[config.mk]
export PLATFORM = sky130hd
export DESIGN_NAME = id_ex_stage
export DESIGN_NICKNAME = d
export VERILOG_FILES = /design/src/rtl/id_ex_stage_pkg.sv /design/src/rtl/id_ex_stage_fwd_mux.sv /design/src/rtl/id_ex_stage.sv
export SDC_FILE = /design/constraint.sdc
export NUM_CORES = 1
export LEC_CHECK = 0
export ABC_AREA = 1
export CAP_MARGIN = 15
export CELL_PAD_IN_SITES_DETAIL_PLACEMENT = 1
export CELL_PAD_IN_SITES_GLOBAL_PLACEMENT = 1
export CORE_MARGIN = 1.5
export CORE_UTILIZATION = 25
export CTS_BUF_LIST = sky130_fd_sc_hd__clkbuf_4 sky130_fd_sc_hd__clkbuf_8
export CTS_CLUSTER_SIZE = 8
export DETAILED_ROUTE_END_ITERATION = 6
export GPL_ROUTABILITY_DRIVEN = 0
export PLACE_DENSITY = 0.85
export SYNTH_ARGS = -nofsm -noshare
export SYNTH_HDL_FRONTEND = slang
export SYNTH_SLANG_ARGS = --single-unit
[constraint.sdc]
create_clock -name clk -period 2.25 [get_ports clk]
set_input_delay 0.3375 -clock clk [delete_from_list [all_inputs] [get_ports clk]]
set_output_delay 0.3375 -clock clk [all_outputs]
set_load 0.03 [all_outputs]
[src/rtl/id_ex_stage_pkg.sv]
// Shared widths and ALU opcode encodings for the decode/execute boundary.
package id_ex_stage_pkg;

  localparam int unsigned DATA_W = 32;
  localparam int unsigned REG_AW = 4;
  localparam int unsigned OP_W   = 5;

  localparam logic [OP_W-1:0] ALUOP_ADD  = 5'd0;
  localparam logic [OP_W-1:0] ALUOP_SUB  = 5'd1;
  localparam logic [OP_W-1:0] ALUOP_AND  = 5'd2;
  localparam logic [OP_W-1:0] ALUOP_OR   = 5'd3;
  localparam logic [OP_W-1:0] ALUOP_XOR  = 5'd4;
  localparam logic [OP_W-1:0] ALUOP_SHL  = 5'd5;
  localparam logic [OP_W-1:0] ALUOP_SHR  = 5'd6;
  localparam logic [OP_W-1:0] ALUOP_MOVL = 5'd7;
  localparam logic [OP_W-1:0] ALUOP_MOVH = 5'd8;

endpackage

[src/rtl/id_ex_stage_fwd_mux.sv]
// Priority operand select: EX result, then MEM result, then register file.
module id_ex_stage_fwd_mux #(
  parameter int unsigned W  = 32,
  parameter int unsigned AW = 4
) (
  input  logic [AW-1:0] rs,
  input  logic [W-1:0]  rf_val,
  input  logic          ex_valid,
  input  logic          ex_rd_we,
  input  logic          ex_is_load,
  input  logic [AW-1:0] ex_rd,
  input  logic [W-1:0]  ex_result,
  input  logic          mem_valid,
  input  logic          mem_rd_we,
  input  logic [AW-1:0] mem_rd,
  input  logic [W-1:0]  mem_result,
  output logic [W-1:0]  val
);

  // A load in EX has no result yet; the hazard bubble covers that case.
  always_comb begin
    val = rf_val;
    if (ex_valid && ex_rd_we && !ex_is_load && (ex_rd == rs)) begin
      val = ex_result;
    end else if (mem_valid && mem_rd_we && (mem_rd == rs)) begin
      val = mem_result;
    end
  end

endmodule

[src/rtl/id_ex_stage.sv]
// Decode-to-execute pipeline register with forwarding and load-use bubbles.
module id_ex_stage
  import id_ex_stage_pkg::*;
(
  input  logic              clk,
  input  logic              rst,
  input  logic              id_valid,
  output logic              id_ready,
  input  logic [OP_W-1:0]   id_aluop,
  input  logic              id_is_alu_op,
  input  logic              id_is_load,
  input  logic [REG_AW-1:0] id_rs1,
  input  logic [REG_AW-1:0] id_rs2,
  input  logic [DATA_W-1:0] id_rs1_val,
  input  logic [DATA_W-1:0] id_rs2_val,
  input  logic              id_use_imm,
  input  logic [DATA_W-1:0] id_imm,
  input  logic [REG_AW-1:0] id_rd,
  input  logic              id_rd_we,
  input  logic [DATA_W-1:0] ex_result,
  input  logic              mem_valid,
  input  logic [REG_AW-1:0] mem_rd,
  input  logic              mem_rd_we,
  input  logic [DATA_W-1:0] mem_result,
  input  logic              ex_stall,
  input  logic              flush,
  output logic              ex_valid,
  output logic [DATA_W-1:0] ex_val1,
  output logic [DATA_W-1:0] ex_val2,
  output logic [OP_W-1:0]   ex_aluop,
  output logic              ex_is_alu_op,
  output logic              ex_is_load,
  output logic [REG_AW-1:0] ex_rd,
  output logic              ex_rd_we
);

  logic              hazard;
  logic [DATA_W-1:0] fwd1;
  logic [DATA_W-1:0] fwd2;

  // Load in EX whose destination is a source of the decode instruction.
  assign hazard = ex_valid && ex_is_load && ex_rd_we &&
                  ((ex_rd == id_rs1) || (!id_use_imm && (ex_rd == id_rs2)));

  assign id_ready = !ex_stall && !hazard;

  id_ex_stage_fwd_mux #(.W(DATA_W), .AW(REG_AW)) u_fwd1 (
    .rs         (id_rs1),
    .rf_val     (id_rs1_val),
    .ex_valid   (ex_valid),
    .ex_rd_we   (ex_rd_we),
    .ex_is_load (ex_is_load),
    .ex_rd      (ex_rd),
    .ex_result  (ex_result),
    .mem_valid  (mem_valid),
    .mem_rd_we  (mem_rd_we),
    .mem_rd     (mem_rd),
    .mem_result (mem_result),
    .val        (fwd1)
  );

  id_ex_stage_fwd_mux #(.W(DATA_W), .AW(REG_AW)) u_fwd2 (
    .rs         (id_rs2),
    .rf_val     (id_rs2_val),
    .ex_valid   (ex_valid),
    .ex_rd_we   (ex_rd_we),
    .ex_is_load (ex_is_load),
    .ex_rd      (ex_rd),
    .ex_result  (ex_result),
    .mem_valid  (mem_valid),
    .mem_rd_we  (mem_rd_we),
    .mem_rd     (mem_rd),
    .mem_result (mem_result),
    .val        (fwd2)
  );

  // Flush beats stall beats capture; anything else inserts a bubble.
  always_ff @(posedge clk or posedge rst) begin
    if (rst) begin
      ex_valid     <= 1'b0;
      ex_val1      <= '0;
      ex_val2      <= '0;
      ex_aluop     <= '0;
      ex_is_alu_op <= 1'b0;
      ex_is_load   <= 1'b0;
      ex_rd        <= '0;
      ex_rd_we     <= 1'b0;
    end else if (flush) begin
      ex_valid     <= 1'b0;
      ex_is_alu_op <= 1'b0;
      ex_is_load   <= 1'b0;
      ex_rd_we     <= 1'b0;
    end else if (!ex_stall) begin
      if (id_valid && !hazard) begin
        ex_valid     <= 1'b1;
        ex_val1      <= fwd1;
        ex_val2      <= id_use_imm ? id_imm : fwd2;
        ex_aluop     <= id_aluop;
        ex_is_alu_op <= id_is_alu_op;
        ex_is_load   <= id_is_load;
        ex_rd        <= id_rd;
        ex_rd_we     <= id_rd_we;
      end else begin
        ex_valid     <= 1'b0;
        ex_is_alu_op <= 1'b0;
        ex_is_load   <= 1'b0;
        ex_rd_we     <= 1'b0;
      end
    end
  end

endmodule

Yosys cells after proc, flatten, opt, wreduce, memory -nomap -nowiden
Cells that the tools add are included.
- flip-flop bits (word level): 77
- input bits: 192
- word-level logic and storage cells: 51
- reductions and logical operators: 19
- mux-type cells: 17
- bitwise logic cells: 2
- equal/unequal tests: 5
- operator list (cell ; number):
    32-bit 2-to-1 mux ; 5
    4-bit == test ; 4
    1-bit logical AND ; 13
    1-bit 2-to-1 mux ; 12
    1-bit zero test ; 4
    3-bit AND reduction ; 1
    2-bit by 1-bit inequality test with 1-bit output (second input constant) ; 1
    1-bit inverter ; 2
    1-bit logical OR ; 1

Longest topological paths before layout
- word-level depth: 9
- gate-level depth with buffers: 13

Modules after synthesis
From an unflattened synthesis, not the netlist that was laid out.
- cells, all modules: 1030
- area, all modules: 6134.6 um2
- by module, submodules not included (module ; area an instance (um2) ; cells each ; instances):
    id_ex_stage ; 3634.7 ; 476 ; 1
    id_ex_stage_fwd_mux ; 1249.9 ; 277 ; 2

Worst setup path before layout
OpenSTA, ideal clock, no wires.
- path type: reg2out
- start point: register ex_rd[2]
- end point: output id_ready
- required time: 1.913 ns
- arrival time: 1.391 ns
- stages on the path, launching flop included: 6
- buffers on the path: 0
- setup slack: 0.522 ns
- path through: dfrtp_1 > xor2_1 > nor2_1 > nand2_1 > nand2_1 > a21oi_1
- word-level cells in the longest chain between the ends: 6
- ends and longest elaborated chain (what ; line ; source):
    start, declared ; id_ex_stage.sv:33 ; output logic [REG_AW-1:0] ex_rd,
    start signal, assigned ; id_ex_stage.sv:101 ; ex_rd <= id_rd;
    4-bit == test ; id_ex_stage.sv:43 ; ((ex_rd == id_rs1) || (!id_use_imm && (ex_rd == id_rs2)));
    1-bit logical AND ; id_ex_stage.sv:43 ;
    1-bit logical OR (*) ; id_ex_stage.sv:43 ;
    1-bit logical AND (*) ; id_ex_stage.sv:42 ; assign hazard = ex_valid && ex_is_load && ex_rd_we &&
    1-bit zero test (*) ; id_ex_stage.sv:45 ; assign id_ready = !ex_stall && !hazard;
    1-bit logical AND (*) ; id_ex_stage.sv:45 ;
    end, declared ; id_ex_stage.sv:8 ; output logic id_ready,
Every way passes the cells marked *; elsewhere a longest branch is shown, timed or not.

Worst setup path after layout
Ends and elaborated chain as after synthesis.

==> flow_summary.yaml <==
outcome:
  status: "complete, no violations"
route:
  first_pass_iters: 4
  vias: 6638
  drc: 0
  drt_first_iter_violations: 271
  routedWlPerCell_microns: 17.9
  routed_via_density: 4.82
  drt-total-wl_mm: 24.6
  ant_nets: 0
cells_and_area:
  drive_above_1_share_pct: 7.81
  seqCellArea_sq_um: 1930
  syn_to_final_growth_pct: 60.9
  final_cell_mix: "267 x clkdlybuf4s50_1, 245 x nand2_1, 131 x nand3_1"
  layout.nets: 1288
  finalNonFillerCells: 1377
  multi_input_area_sq_um: 2790
  final_common_cell: "clkdlybuf4s50_1"
  final_util_pct: 41.2
  nFillCells: 2655
setup_path:
  cp_data_arrival_time_ns: 1.67
  slowest_stage: "dfrtp_1"
  worst_path_largest_cell_delay_ns: 0.45
  path_max_fanout: 4
  crit_top_cell: "nand2_1"
  cp-end-kind: "output pin"
  startpoint_type: "register"
  worst_ep_required_time_ns: 1.91
  path_class: "register to output pin"
  crit_chain: "xor2_1, nor2_1, nand2_1, nand2_1, a21oi_1, buf_4"
clock_network:
  clock_latency_ns: 0.38
  cts.clk_slew.worst_paths_ns: 0.09
  cts.repair.resized: 0
  cts_tree: "done"
  numCtsBuffers: 9
  cts_root_buffer: "clkbuf_8"
  htree_num_levels: 3
  hold_buffers: 0
  clock-sinks: 77
  post_cts_buffers: 0
  clockBufferDepth: 2
floorplanning:
  initial_core_util_pct: 25.6
  core_area_sq_um: 21100
  die_width_microns: 150
  die_h_microns: 150
  ios: 270
  rows: 53
  dieArea_sq_um: 22500
power:
  cellLeakagePower_nw: 4.28
  vdd.ir_drop.worst_mv: 0.263
  power_density_nw_per_um2: 588
grt:
  grt_max_degree: 78
  first_global_vias: 7132
  grtUsageTotal_pct: 22.2
  grt_pass1_wl_mm: 38.5
  grt-ovfl-total: 0
  antenna_found_initial: 0
synthesis:
  synth_top_cell_by_area: "dfrtp_1"
  yosysWarnings: 0
  synth_top_area_share_pct: 35.7
  syn_nets: 1043
  yosys-top-cells-area: "dfrtp_1 36%, nand2_1 17%, nand3_1 12%, inv_1 8.0%, nor2_1 4.9%"
  syn_area_sq_um: 5400
  ys_types: 22
  synth_cells: 851
  ys_ff_latch: 77
  synth-seq-area-share_pct: 35.7
  avgSynthCellArea_sq_um: 6.35
sta:
  relSlewSlack_pct: 67.9
  rsz0062_at_grt: "false"
  setup_ws_ns: 0.238
  period_minus_slack_ns: 2.01
  timing.final.crit_share_pct: 89.4
  max_freq_mhz: 497
  hold_viol: 0
  fin_skew_ns: 0.0202
  drv_slew: 0
  tns_ns: 0
  worstMarginPinSlew_ns: 0.482
  finalSetupViolations: 0
worst_hold_path:
  hp-class: "primary input to async pin"
placed_design:
  dp_cells: 1360
  io_buffers: 269
  place_hpwl_mm: 18.2
  dp_slack_ns: 0.0458
flow_run:
  drv_cap: 0
routing by layer:
metal	GRT usage (%)	part of all wire (%)	wire length [microns]	vias to the layer above
met3	4.24	6.6	1620	47
li1	-	-	-	3163
met4	8.82	2.6	643	0
met1	27.4	42	10400	3174
met5	0	0	0	-
met2	37.9	48	11900	254
final timing paths:
| check | end | slack (ns) | cells past startpoint | from |
|---|---|---|---|---|
| setup / recovery | id_ready | 0.24 | 6 | ex_rd[2] |
| setup reg to reg | ex_val2[17] | 0.41 | 10 | ex_rd[2] |
| max in group asynchronous | ex_val1[13] | 1.42 | 3 | rst |
| hold reg to reg | ex_val2[0] | 0.49 | 2 | ex_val2[0] |
| hold / removal | ex_rd[2] | 0.42 | 3 | rst |
| min in group clk | ex_val2[0] | 0.49 | 2 | ex_val2[0] |
report_power, final:
part | internal [mW] | switching, mW | leakage, nW | total [mW]
Combinational | 0.929 | 1.13 | 3.21 | 2.06
Sequential | 1.61 | 0.164 | 0.960 | 1.78
Clock | 0.671 | 0.606 | 0.109 | 1.28
Total | 3.21 | 1.90 | 4.28 | 5.11
synthesized netlist by cell type (all sizes together):
master and number:
buf 31, nand4 32, or2 32, o21ai 72, nand3 135, nor3 2, nor2 75, xor2 7
dfrtp 77, nand2 245, inv 117, a21oi 1, clkbuf 25
worst max-delay path: cells and delay by family (launching register included):
kind | cells | cell delay (ns)
flops | 1 | 0.45
simple gates | 3 | 0.42
xor+xnor | 1 | 0.19
compound gates | 1 | 0.07
buf+inv | 1 | 0.18
flip-flops by register name, indices dropped and copies added, names as in the netlist:
name and count:
ex_val1 32, ex_val2 32, ex_aluop 5, ex_rd 4, ex_is_alu_op 1, ex_is_load 1
ex_rd_we 1, ex_valid 1
cell type report:
class | instances | share of cell area [%]
repair buffers | 290 | 34.0
multi-input cells | 601 | 32.1
flip-flops and latches | 77 | 22.2
inverters | 117 | 5.10
well taps | 275 | 3.96
clock buffers | 11 | 1.67
clock inverters | 5 | 0.965
diodes | 1 | 0.0288
logic make-up after synthesis:
kind of cell	share of synthesized area [%]
XOR/XNOR	1.14
flip-flops	35.7
buffers and inverters	13.4
AND/OR/NAND/NOR	43.0
AO/OA/AOI/OAI	6.76
metrics by stage:
| step | hold WS, ns | power (mW) | instance area (sq um) |
|---|---|---|---|
| 2_1_floorplan | 0.447 | 2.76 | 5410 |
| 3_3_place_gp | 0.461 | 3.81 | 8460 |
| 3_5_place_dp | 0.469 | 3.86 | 8460 |
| 4_1_cts | 0.446 | 5.17 | 8690 |
| 5_1_grt | 0.462 | 5.38 | 8690 |
| 6_report | 0.424 | 5.11 | 8690 |
(Power assumes the default switching activity.)
